### src/rtl/seq_detect_ctrl.sv
// Run-time controller for the serial Mealy pattern detector: programmable pattern/len/overlap/target, IDLE/RUN/DONE sequencing.
// Latency: z is combinational on x; busy, done, match_cnt, cnt_sat and cfg_err update one clk edge after the cause.
// No backpressure: x is consumed on every x_valid cycle in RUN. SEQ_DETECT_TIMEOUT_EN adds a RUN no-match timeout.
module seq_detect_ctrl #(
    parameter int MAX_LEN = 8,
    parameter int CNT_W   = 8,
    parameter int TIMEOUT = 64
) (
    input  logic                         clk,
    input  logic                         rst,
    input  logic                         cfg_wr,
    input  logic [MAX_LEN-1:0]           cfg_pattern,
    input  logic [$clog2(MAX_LEN+1)-1:0] cfg_len,
    input  logic                         cfg_overlap,
    input  logic [CNT_W-1:0]             cfg_target,
    input  logic                         start,
    input  logic                         stop,
    input  logic                         x,
    input  logic                         x_valid,
    output logic                         z,
    output logic                         busy,
    output logic                         done,
    output logic [CNT_W-1:0]             match_cnt,
    output logic                         cnt_sat,
    output logic                         cfg_err
`ifdef SEQ_DETECT_TIMEOUT_EN
    ,
    output logic                         timeout
`endif
);
    localparam int LW = $clog2(MAX_LEN+1);
    localparam int FW = $clog2(MAX_LEN);
    localparam logic [FW-1:0] FILL_MAX = FW'(MAX_LEN-1);

    if (MAX_LEN < 2 || MAX_LEN > 16 || TIMEOUT < 1) begin : g_param_check
        $error("seq_detect_ctrl: MAX_LEN must be 2..16 and TIMEOUT at least 1");
    end

    typedef enum logic [1:0] {IDLE, RUN, DONE} state_t;
    state_t state, state_nxt;

    logic [MAX_LEN-1:0] pattern_q;
    logic [LW-1:0]      len_q;
    logic               overlap_q;
    logic [CNT_W-1:0]   target_q;
    logic [MAX_LEN-2:0] history;
    logic [FW-1:0]      fill;

    logic [MAX_LEN-1:0] window;
    logic [MAX_LEN-1:0] mask;
    logic [CNT_W-1:0]   cnt_inc;
    logic               len_ok;
    logic               fill_ok;
    logic               hit;
    logic               target_hit;
    logic               timeout_hit;
    logic               arm;
    logic               cfg_load;
    logic               cfg_err_nxt;

    // Only the low len bits of window and pattern take part in the compare.
    always_comb begin
        mask = '0;
        for (int i = 0; i < MAX_LEN; i++) begin
            mask[i] = (LW'(i) < len_q);
        end
    end

    assign window     = {history, x};
    assign len_ok     = (len_q >= LW'(2)) && (len_q <= LW'(MAX_LEN));
    assign fill_ok    = (LW'(fill) >= (len_q - LW'(1)));
    assign hit        = ((window & mask) == (pattern_q & mask));
    assign z          = rst && (state == RUN) && x_valid && fill_ok && hit;
    assign cnt_inc    = (&match_cnt) ? match_cnt : match_cnt + CNT_W'(1);
    assign target_hit = (target_q != '0) && (cnt_inc == target_q);
    assign busy       = (state == RUN);
    assign done       = (state == DONE);

`ifdef SEQ_DETECT_TIMEOUT_EN
    localparam int TW = $clog2(TIMEOUT+1);
    logic [TW-1:0] idle_cnt;

    assign timeout_hit = (state == RUN) && x_valid && !z && (idle_cnt == TW'(TIMEOUT-1));

    always_ff @(posedge clk) begin
        if (!rst) begin
            idle_cnt <= '0;
            timeout  <= 1'b0;
        end else begin
            timeout <= timeout_hit;
            if (arm || z) begin
                idle_cnt <= '0;
            end else if ((state == RUN) && x_valid) begin
                idle_cnt <= idle_cnt + TW'(1);
            end
        end
    end
`else
    assign timeout_hit = 1'b0;
`endif

    // start outranks stop outside RUN; inside RUN stop outranks reaching the target.
    always_comb begin
        state_nxt   = state;
        arm         = 1'b0;
        cfg_load    = 1'b0;
        cfg_err_nxt = 1'b0;
        case (state)
            IDLE, DONE: begin
                cfg_load = cfg_wr;
                if (start && len_ok) begin
                    arm       = 1'b1;
                    state_nxt = RUN;
                end else begin
                    cfg_err_nxt = start;
                    if (stop) begin
                        state_nxt = IDLE;
                    end
                end
            end
            RUN: begin
                cfg_err_nxt = cfg_wr;
                if (stop || timeout_hit) begin
                    state_nxt = IDLE;
                end else if (z && target_hit) begin
                    state_nxt = DONE;
                end
            end
            default: state_nxt = IDLE;
        endcase
    end

    always_ff @(posedge clk) begin
        if (!rst) begin
            state   <= IDLE;
            cfg_err <= 1'b0;
        end else begin
            state   <= state_nxt;
            cfg_err <= cfg_err_nxt;
        end
    end

    always_ff @(posedge clk) begin
        if (!rst) begin
            pattern_q <= MAX_LEN'(4'b1100);
            len_q     <= LW'(4);
            overlap_q <= 1'b0;
            target_q  <= '0;
            history   <= '0;
            fill      <= '0;
            match_cnt <= '0;
            cnt_sat   <= 1'b0;
        end else begin
            if (cfg_load) begin
                pattern_q <= cfg_pattern;
                len_q     <= cfg_len;
                overlap_q <= cfg_overlap;
                target_q  <= cfg_target;
            end
            if (arm) begin
                history   <= '0;
                fill      <= '0;
                match_cnt <= '0;
                cnt_sat   <= 1'b0;
            end else if ((state == RUN) && x_valid) begin
                history <= window[MAX_LEN-2:0];
                // Non-overlapping mode restarts the fill so old history cannot complete a match.
                if (z && !overlap_q) begin
                    fill <= '0;
                end else if (fill != FILL_MAX) begin
                    fill <= fill + FW'(1);
                end
                if (z) begin
                    match_cnt <= cnt_inc;
                    cnt_sat   <= &cnt_inc;
                end
            end
        end
    end

endmodule

### config.mk
export PLATFORM = sky130hd
export DESIGN_NAME = seq_detect_ctrl
export DESIGN_NICKNAME = d
export VERILOG_FILES = /design/src/rtl/seq_detect_ctrl.sv
export SDC_FILE = /design/constraint.sdc
export NUM_CORES = 1
export LEC_CHECK = 0
export ABC_AREA = 1
export CORE_MARGIN = 10
export CORE_UTILIZATION = 45
export CTS_BUF_LIST = sky130_fd_sc_hd__clkbuf_16
export DETAILED_ROUTE_END_ITERATION = 8
export GPL_TIMING_DRIVEN = 0
export PLACE_DENSITY = 0.69
export REMOVE_ABC_BUFFERS = 1
export SYNTH_ARGS = -nofsm -noshare
export SYNTH_HDL_FRONTEND = slang
export SYNTH_SLANG_ARGS = --single-unit
### constraint.sdc
create_clock -name clk -period 2.8 [get_ports clk]
set_clock_uncertainty 0.1 [all_clocks]
set_input_delay 0.28 -clock clk [delete_from_list [all_inputs] [get_ports clk]]
set_output_delay 0.28 -clock clk [all_outputs]
set_load 0.03 [all_outputs]
* Word level (Yosys, flattened, before mapping)
Index checks and enable logic that the tools add are counted.
** Word-level totals
- Flip-flop bits (word level) :: 43
- Input port bits :: 28
- Output and inout port bits :: 13
- Word-level logic and storage cells :: 68
** Operators by class
- $add $sub $neg :: 3
- Order comparisons :: 11
- Equal/unequal tests :: 7
- Multiplexer cells :: 13
- Bitwise operators :: 3
- Reductions and logical operators :: 21
** Operator list (number)
- AND 8 bit :: 2
- equality test 8 bit :: 2
- < comparator 3 x 4 -> 1 bit (first input constant) :: 4
- AND reduction 8 bit :: 2
- logical AND 1 bit :: 10
- adder 8 x 1 -> 8 bit (second input constant) :: 1
- < comparator 1 x 4 -> 1 bit (first input constant) :: 2
- < comparator 2 x 4 -> 1 bit (first input constant) :: 2
- two-way mux 2 bit :: 4
- two-way mux 8 bit :: 1
- nonzero test 8 bit :: 1
- two-way mux 3 bit :: 2
- != test 3 bit (second input constant) :: 2
- AND reduction 2 bit :: 3
- greater-or-equal comparator 3 x 4 -> 1 bit :: 1
- greater-or-equal comparator 4 x 2 -> 1 bit (second input constant) :: 1
- less-or-equal comparator 4 bit (second input constant) :: 1
- two-way mux 1 bit :: 4
- one-hot mux 2 bit (2 select lines) :: 1
- OR reduction 2 bit :: 2
- subtractor 4 x 1 -> 4 bit (second input constant) :: 1
- adder 3 x 1 -> 3 bit (second input constant) :: 1
- != test 3 x 2 -> 1 bit (second input constant) :: 1
- equality test 2 x 1 -> 1 bit (second input constant) :: 1
- 6 further kinds :: 6

* Logic depth before layout (Yosys ltp)
Gate-level depths: netlist of run 1.
- Depth after elaboration :: 9
- Gate-level depth with buffers :: 14
- Gate-level depth less buffers :: 14

* Worst setup path before layout of run 1
No wires, ideal clock.
- Kind :: flip-flop to flip-flop
- From :: register len_q[1]
- To :: register fill[1]
- Setup time :: 120 ps
- Arrival time :: 1852 ps
- Required time :: 2580 ps
- Setup slack :: 728 ps
- Stages on the path, launching flop included :: 15
- Path buffers :: 0
- Period minus slack after synthesis :: 2072 ps
- Path through :: dfxtp_1 > inv_1 > ha_1 > ha_1 > o21ai_0 > nand2_1 > nand2_1 > nand2_1 > nand3_2 > nor2_8 > nand2_4 > nand2_4 > nand2_1 > a21oi_1 > nor3_1
** On the way
- Cells in the longest elaborated chain, start to end :: 7
- Elaborated cells on any way between the ends :: 26
- Those cells by class :: add/sub: 1; order compare: 11; eq/ne: 1; mux: 3; bitwise: 2; reduce/logical: 8
** RTL lines
- from (decl) :: RTL line 43 : logic [LW-1:0] len_q;
- from (signal assigned) :: RTL line 156 : len_q <= cfg_len;
- subtractor 4 x 1 -> 4 bit (tied with other cells) :: RTL line 71 : assign fill_ok = (LW'(fill) >= (len_q - LW'(1)));
- greater-or-equal comparator 3 x 4 -> 1 bit / AND 8 bit (equally long branches) :: RTL line 71, 72
- logical AND 1 bit / equality test 8 bit (equally long branches) :: RTL line 73, 72
- logical AND 1 bit :: RTL line 73 : assign z = rst && (state == RUN) && x_valid && fill_ok && hit;
- logical AND 1 bit :: RTL line 168 : if (z && !overlap_q) begin
- nonzero test 2 bit (no source line)
- AND reduction 2 bit (no source line)
- to (signal assigned) :: RTL line 171 : fill <= fill + FW'(1);
- to (decl) :: RTL line 47 : logic [FW-1:0] fill;
Parallel ways exist; a longest one is shown, timed or not.
A chain may end at the register's enable or synchronous reset.

* Worst setup path after layout of run 1
- From :: register len_q[0]
- To :: output z
** On the way
- Cells in the longest elaborated chain, start to end :: 4
- Elaborated cells on any way between the ends :: 15
- Those cells by class :: add/sub: 1; order compare: 9; eq/ne: 1; bitwise: 2; reduce/logical: 2
** RTL lines
- subtractor 4 x 1 -> 4 bit (tied with other cells) :: RTL line 71
- greater-or-equal comparator 3 x 4 -> 1 bit / AND 8 bit (equally long branches) :: RTL line 71, 72
- logical AND 1 bit / equality test 8 bit (equally long branches) :: RTL line 73, 72
- logical AND 1 bit * :: RTL line 73
- to (decl) :: RTL line 20 : output logic z,
Every way passes the cells marked *; elsewhere a longest branch is shown, timed or not.

==> results of run 1 <==
-- final cells by class --
type                       count  share of cell area [%]
clock buffer                   5                    4.08
timing repair buffer          46                    14.4
clock inverter                 3                    2.08
inverter                      44                    5.55
tap                           70                    2.86
multi-input combinational    245                    43.0
sequential                    43                    28.1
-- worst max-delay path, stage by stage, from the launching register on --
cell and delay (ps):
dfxtp_1 380, inv_1 130, ha_1 310, ha_1 270
o21ai_0 70, nand2_1 60, nand2_1 50, nand2_1 70
nand3_2 120, nor2_8 180, buf_2 220
-- layer usage --
layer / vias to the layer above / part of all wire, %
li1: 1196 / -
met1: 985 / 47
met2: 40 / 48
met3: 4 / 3.5
met4: 0 / 0.63
met5: - / 0
-- cells by family (layout without fill, tap and decap cells) --
| logic type | Yosys count | count (layout) | share of synthesized area (%) |
|---|---|---|---|
| DFF | 43 | 43 | 36.0 |
| AOI/OAI and AO/OA | 69 | 69 | 14.6 |
| and+or+nand+nor | 158 | 158 | 32.5 |
| buffers and inverters | 52 | 98 | 8.90 |
| xor gates and xnor gates | 9 | 9 | 3.30 |
| adders and majority gates | 9 | 9 | 4.71 |
-- state kept, by name, indices dropped and copies added (netlist names) --
name and cells:
match_cnt 8, pattern_q 8, target_q 8, history 7, len_q 4, fill 3, state 2, cfg_err 1
cnt_sat 1, overlap_q 1
-- path summary, 6_finish.rpt --
kind,start,to,slack (ps)
worst max-delay path,len_q[0]$_SDFFE_PN0P_,z,260
worst min-delay path,cnt_sat$_SDFFE_PP0P_,cnt_sat$_SDFFE_PP0P_,370
worst max register to register,len_q[0]$_SDFFE_PN0P_,fill[1]$_SDFFE_PP0P_,360
worst min register to register,cnt_sat$_SDFFE_PP0P_,cnt_sat$_SDFFE_PP0P_,370
-- repair_timing --
item / CTS / global route
pin swaps: 0 / 1
buffers inserted: 0 / 6
resized for setup: 3 / 3
hold buffers: 0 / 0
endpoints found under the setup margin: 1 / 1
-- Yosys cell counts --
library cell  instances
nand2_1              76
dfxtp_1              43
inv_1                40
a21oi_1              36
o21ai_0              29
nor2_1               28
nand3_1              22
ha_1                  9
clkbuf_1              5
nand2_4               5
nor2_4                5
nor3_1                5
xor2_1                5
nand3_2               4
xnor2_1               4
nand3b_1              3
nand4_1               3
inv_2                 2
nand2_2               2
nor4_1                2
o21ai_1               2
a31oi_1               1
buf_2                 1
buf_4                 1
buf_6                 1
clkinv_1              1
clkinv_4              1
nor2_2                1
nor2_8                1
o211ai_1              1
or2_2                 1
-- power by group --
group,switching (mW),internal (mW)
clock,0.229,0.507
sequential,0.0260,0.644
combinational,0.128,0.0997
==> results.toml, run 1 <==
[place]
place_inst = 442
place_worst_setup_slack_ps = -145
place.gp.congestion = 0.828
port_buffers = 40
dp_hpwl_mm = 4.13
dpl-instance-area_um2 = 2840

[power_and_ir_drop]
power.leakage_nw = 1.34
power-per-cell-area_nw_per_um2 = 533
total_power_mw = 1.63
ir_drop_v = 0.000415

[timing]
setup_viol = 0
holdWs_ps = 369
tightest_slew_ps = 922
slew_violations = 0
min_period_over_period_pct = 90.7
fin_crit_ps = 2540
hold_violations = 0
fmax_ghz = 0.394
rsz0062_at_grt = "false"
fin_ws_ps = 262
setup_tns_ps = 0
slew_headroom_pct = 38.4

[setup_path]
cp-end-kind = "output pin"
critPathKind = "reg -> out"
reg2reg_depth = 15
arrival_ps = 2160
required_ps = 2420
crit_fanout = 8
start_kind = "flip-flop"

[finish]
final_util_pct = 59.7
register_area_um2 = 862
antenna-diode-count = 0
nets = 422
fin_area_um2 = 3070
syn_to_final_growth_pct = 28.3
finalNonFillerCells = 456
num-fill-cells = 504
multiInputGateArea_um2 = 1320
drive_above_1_share_pct = 9.59
layout_common_cells = "nand2_1, dfxtp_1, inv_1"
layout.cells.most_common = "nand2_1"

[global_route]
grt_max_degree = 34
met3_usage_pct = 3.15
grt_overflow = 0
use_met2_pct = 23.5
use_met1_pct = 14.5
top_usage_layer = "met2"
grt.total_usage_pct = 12.9
grt_pass1_wl_mm = 9.34
antenna_found_initial = 0
grt_pass1_vias = 2156

[synthesis]
seq_area_frac_synth_pct = 36.0
yosys.cell_types.count = 31
syn_inst = 340
ys_ff_latch = 43
synth_top_cell_area_share_pct = 36.0
ys_top_cells_by_area = "dfxtp_1, nand2_1, a21oi_1, inv_1, o21ai_0"
syn_area_per_cell_um2 = 7.03
yosysTopAreaCell = "dfxtp_1"
yosysWarnings = 0
syn_area_um2 = 2390

[clock_tree]
clock_latency_ps = 280
clkSinkCount = 43
ctsHtreeMaxLevel = 2
root_buffer = "clkbuf_16"
cts_tree = "built"
path_clk_slew_ps = 60
cts_buffers = 5
clock_path_buffers = 2

[flow_run]
maxCapViolations = 0

[die]
rows = 26
num_io_pins = 41
floorplan.die_area_um2 = 8630
die_w_um = 92.9
start_util_pct = 46.5
fp.dieH_um = 92.9
core-area_um2 = 5140

[hold_path]
min_path_type = "reg -> reg"
min_path_cells = 2

[drt]
avgRoutedWirePerCell_um = 11.9
initialDrtViolationCount = 104
drt_wl_total_mm = 5.42
drt_pass1_iterations = 4
final_antenna_net_count = 0
drc = 0
vias = 2225
routed_via_density = 4.88

[outcome]
outcome = "finished, final reports clean"
Note: power is estimated with default switching activity, not from simulation.
==> run 2, diff against run 1 <==
--- a/config.mk
+++ b/config.mk
@@ -6,6 +6,7 @@
 export NUM_CORES = 1
 export LEC_CHECK = 0
 export ABC_AREA = 1
+export CAP_MARGIN = 20
 export CORE_MARGIN = 10
 export CORE_UTILIZATION = 45
 export CTS_BUF_LIST = sky130_fd_sc_hd__clkbuf_16
==> results of run 2 <==
No change in the layout: final DEF, timing and power equal those of run 1.
==> run 3, diff against run 2 <==
--- a/config.mk
+++ b/config.mk
@@ -14,6 +14,7 @@
 export GPL_TIMING_DRIVEN = 0
 export PLACE_DENSITY = 0.69
 export REMOVE_ABC_BUFFERS = 1
+export SKIP_CTS_REPAIR_TIMING = 1
 export SYNTH_ARGS = -nofsm -noshare
 export SYNTH_HDL_FRONTEND = slang
 export SYNTH_SLANG_ARGS = --single-unit
==> run 3 against run 2 <==
  * Count of clock-buffer cells in the layout unchanged
  * Largest power group unchanged
  * Sequential share of layout area is essentially flat
  * Routed wire length about the same
  * Worst hold slack unchanged
  * Cell area about the same
  * Global-route usage unchanged
  * Final cell count did not move
  * Clock power barely moved
  * Register-to-register slack is essentially flat
  * Highest routed layer unchanged
  * Non-clock buffer count unchanged
==> results.toml, run 3 (same netlist as run 1, synthesis figures left out) <==
[setup_path]
start_kind = "flip-flop"
required_ps = 2420
arrival_ps = 2160
timing.rr.end = "fill[1]$_SDFFE_PP0P_"
reg2reg_slack_ps = 360
crit_fanout = 8
cp-end-kind = "output pin"
reg2reg_depth = 15
critPathKind = "reg -> out"
reg2reg_from = "len_q[0]$_SDFFE_PN0P_"

[drt]
routed_via_density = 4.90
drt_wl_total_mm = 5.42
final_antenna_net_count = 0
drt_pass1_iterations = 4
drc = 0
vias = 2234
initialDrtViolationCount = 101
avgRoutedWirePerCell_um = 11.9

[finish]
syn_to_final_growth_pct = 28.2
fin_area_um2 = 3070
register_area_um2 = 861
num-fill-cells = 505
multiInputGateArea_um2 = 1320
layout_common_cells = "nand2_1, dfxtp_1, inv_1"
finalNonFillerCells = 456
final_util_pct = 59.6
reg_top3 = "match_cnt x8, pattern_q x8, target_q x8"
nets = 422
antenna-diode-count = 0
drive_above_1_share_pct = 9.33
layout.cells.most_common = "nand2_1"

[power_and_ir_drop]
power-per-cell-area_nw_per_um2 = 533
power.leakage_nw = 1.34
total_power_mw = 1.63
ir_drop_v = 0.000414

[timing]
slew_violations = 0
hold_violations = 0
fin_crit_ps = 2540
slew_headroom_pct = 38.4
min_period_over_period_pct = 90.6
setup_viol = 0
rsz0062_at_grt = "false"
fmax_ghz = 0.394
tightest_slew_ps = 922
setup_tns_ps = 0

[global_route]
grt.total_usage_pct = 12.9
grt_pass1_wl_mm = 9.34
grt_overflow = 0
grt_pass1_vias = 2156
grt_max_degree = 34
antenna_found_initial = 0

[clock_tree]
root_buffer = "clkbuf_16"
clkSinkCount = 43
path_clk_slew_ps = 60
cts_tree = "built"
ctsHtreeMaxLevel = 2
clock_latency_ps = 280
cts_buffers = 5
clock_path_buffers = 2

[place]
place_inst = 442
port_buffers = 40
dpl-instance-area_um2 = 2840
place.gp.congestion = 0.828
dp_hpwl_mm = 4.13

[hold_path]
hold_end = "cnt_sat$_SDFFE_PP0P_"
min_path_cells = 2
min_path_type = "reg -> reg"
hold_start = "cnt_sat$_SDFFE_PP0P_"

[die]
rows = 26
core-area_um2 = 5140
fp.dieH_um = 92.9
num_io_pins = 41
start_util_pct = 46.5
floorplan.die_area_um2 = 8630
die_w_um = 92.9

[outcome]
outcome = "finished, final reports clean"

[flow_run]
maxCapViolations = 0
## run 3: cell type report
type / count / share of cell area, %
Clock inverter: 3 / 2.08
Inverter: 44 / 5.55
Clock buffer: 5 / 4.08
Multi-Input combinational cell: 245 / 43.0
Tap cell: 70 / 2.86
Sequential cell: 43 / 28.1
Timing Repair Buffer: 46 / 14.4
## run 3: worst max-delay path by stage
stage	start	endpoint	cells past startpoint
global route	len_q[1]$_SDFFE_PN0P_	z	10
detailed placement	rst	z	6
CTS	len_q[0]$_SDFFE_PN0P_	z	10
global placement	rst	z	6
finish	len_q[0]$_SDFFE_PN0P_	z	10
floorplan	len_q[1]$_SDFFE_PN0P_	fill[1]$_SDFFE_PP0P_	14
## run 3: worst max-delay path, stage by stage (launching register included)
cell and delay [ps]:
dfxtp_1 380, inv_1 130, ha_1 310, ha_1 270, o21ai_0 70, nand2_1 60, nand2_1 50, nand2_1 70
nand3_2 120, nor2_8 180, buf_2 220
## run 3: per-layer routing
| layer | GRT usage, % | up-vias | share of wire, % |
|---|---|---|---|
| met2 | 23.5 | 38 | 48 |
| met4 | 3.08 | 0 | 0.63 |
| li1 | - | 1197 | - |
| met3 | 3.15 | 4 | 3.5 |
| met1 | 14.5 | 995 | 48 |
| met5 | 0 | - | 0 |
## run 3: stage by stage
step	setup WS (ps)	hold WS (ps)
final	263	369
after global routing	58.2	392
after CTS	-317	374
after detailed placement	-145	365
after global placement	-127	356
after floorplan	584	265
## run 3: where the power goes
part / internal (mW) / leakage, nW / switching (mW)
clock network: 0.507 / 0.0952 / 0.229
registers: 0.644 / 0.352 / 0.0261
logic: 0.0997 / 0.891 / 0.128
total: 1.25 / 1.34 / 0.382
==> patch: new RTL, config.mk and constraints of run 2 <==
The 3 states of `state_t` get a one-hot encoding in 3 bits.
--- a/src/rtl/seq_detect_ctrl.sv
+++ b/src/rtl/seq_detect_ctrl.sv
@@ -37,5 +37,5 @@
     end
 
-    typedef enum logic [1:0] {IDLE, RUN, DONE} state_t;
+    typedef enum logic [2:0] {IDLE = 3'b001, RUN = 3'b010, DONE = 3'b100} state_t;
     state_t state, state_nxt;
 
Check against the original RTL: same outputs for any inputs over 4 cycles, from zero or initial values and one cycle with rst low; so few cycles prove little.
==> patch against run 2 <==
Sequential cell count rose by 1; cell area decreased by 1.1%; synthesized area rose by 1.8%; first-iteration DRC count is 55% lower; worst setup slack got worse by 0.018 ns; wire length rose by 5.3%; register-to-register slack improved by 0.04 ns; highest routed layer unchanged.
Power is not compared: it rests on default switching activity, and its combinational part moved more than twofold at a synthesized area within 25%.
==> patch: results (changes against run 2) <==
| Metric | Value |
|---|---|
| IO Port Bufs | `40 (unchanged)` |
| Via density | `4.86 (-0.42%)` |
| Reg clk slew, reported paths | `0.06 ns (about the same)` |
| Clock root buffer | `clkbuf_16` |
| Seq/Total Area, Yosys | `36.2% (+0.17 points)` |
| Synth top area cells | `dfxtp_1 36%, nand2_1 14%, a21oi_1 7.4%, inv_1 7.2%, o21ai_0 6.2%` |
| Largest net degree at the start of global routing | `36 (+5.9%)` |
| Inst Count DP | `466 (+5.4%)` |
| Yosys cell types | `30 (-3.2%)` |
| Reg-to-Reg End | `state[0]` |
| Critical path peak fanout | `6 (-2)` |
| Top_reg_cell synth | `dfxtp_1` |
| Share of cells above drive strength 1 | `6.67% (-2.9 points)` |
| Final wirelength | `5700 um (+5.3%)` |
| Status | `finished clean` |
| Slew margin rel. | `45.2% (+6.8 points)` |
| DP Wirelength | `4350 um (+5.2%)` |
| Post-synth top cells | `94 x nand2_1, 47 x inv_1, 44 x dfxtp_1` |
| Mapped Cells | `364 (+7.1%)` |
| Antenna violations before repair | `0 (unchanged)` |
| Iter 0 DRT Violations | `47 (-55%)` |
| Worst EP arrival | `2.18 ns (+0.02 ns)` |
| Clock buffer depth | `2 (unchanged)` |
| Final net count | `442 (+4.7%)` |
| Worst reg-to-reg setup slack | `0.40 ns (+0.04 ns)` |
| Layout fillers | `515 (+2.2%)` |
| Vias in the first global route | `2,233 (+3.6%)` |
| Total of warnings raised by yosys | `0 (unchanged)` |
| RD Place Congestion | `0.856 (+3.4%)` |
| Reg2Reg Depth | `16 (+1)` |
| Routed len/inst | `12.0 um (+1.1%)` |
| Hold Startpoint | `cnt_sat` |
| First-pass GRT wire length | `9780 um (+4.8%)` |
| Async S/R FF share, synth | `0% (unchanged)` |
| GR Util All Layers | `13.7% (+0.79 points)` |
## patch: how the worst max path moves through the flow
stage	start	end	slack [ns]
after floorplan	len_q[0]	fill[0]	0.68
after global placement	x_valid	z	-0.44
after detailed placement	x_valid	z	-0.46
after CTS	len_q[0]	z	0.05
after global routing	len_q[0]	state[0]	0.05
final	len_q[0]	z	0.24
## patch: metal layers
metal	GRT usage [%]	part of all wire, %	up-vias
met1	14.7	43	1011
met4	5.19	1.9	0
li1	-	-	1259
met2	24.7	51	30
met3	3.92	4.2	8
met5	0	0	-
## patch: cells by family (layout without fill, tap and decap cells)
family	after synthesis	after routing	synth area share [%]
simple gates	175	175	32.2
compound gates	72	72	15.2
flops	44	44	36.2
buf+inv	58	99	9.51
fa+ha+maj	10	10	5.14
xor+xnor	5	5	1.80
## patch: layout make-up
class | instances | share of cell area [%]
multi-input cells | 262 | 43.8
flip-flops and latches | 44 | 29.0
repair buffers | 41 | 13.5
inverters | 50 | 6.19
clock buffers | 5 | 4.12
well taps | 70 | 2.89
clock inverters | 3 | 0.454
## patch: metrics by stage
step / worst slack (ns) / setup TNS (ns) / hold WS, ns / instance area, um2
finish: 0.243 / 0 / 0.365 / 3030
global route: 0.0487 / 0 / 0.402 / 3030
CTS: 0.0501 / 0 / 0.372 / 3020
detailed placement: -0.465 / -0.465 / 0.364 / 2880
global placement: -0.438 / -0.438 / 0.358 / 2880
floorplan: 0.683 / 0 / 0.264 / 2390
## patch: power by group
part	switching (uW)	internal (uW)	total, uW
Clock	231	324	555
Sequential	74.9	737	812
Combinational	418	263	682
Total	724	1320	2050
## patch: repair_timing
action / CTS / global route
resized for setup: 4 / 2
endpoints found under the setup margin: 1 / 1
hold buffers: 0 / 0
setup buffers: 0 / 0
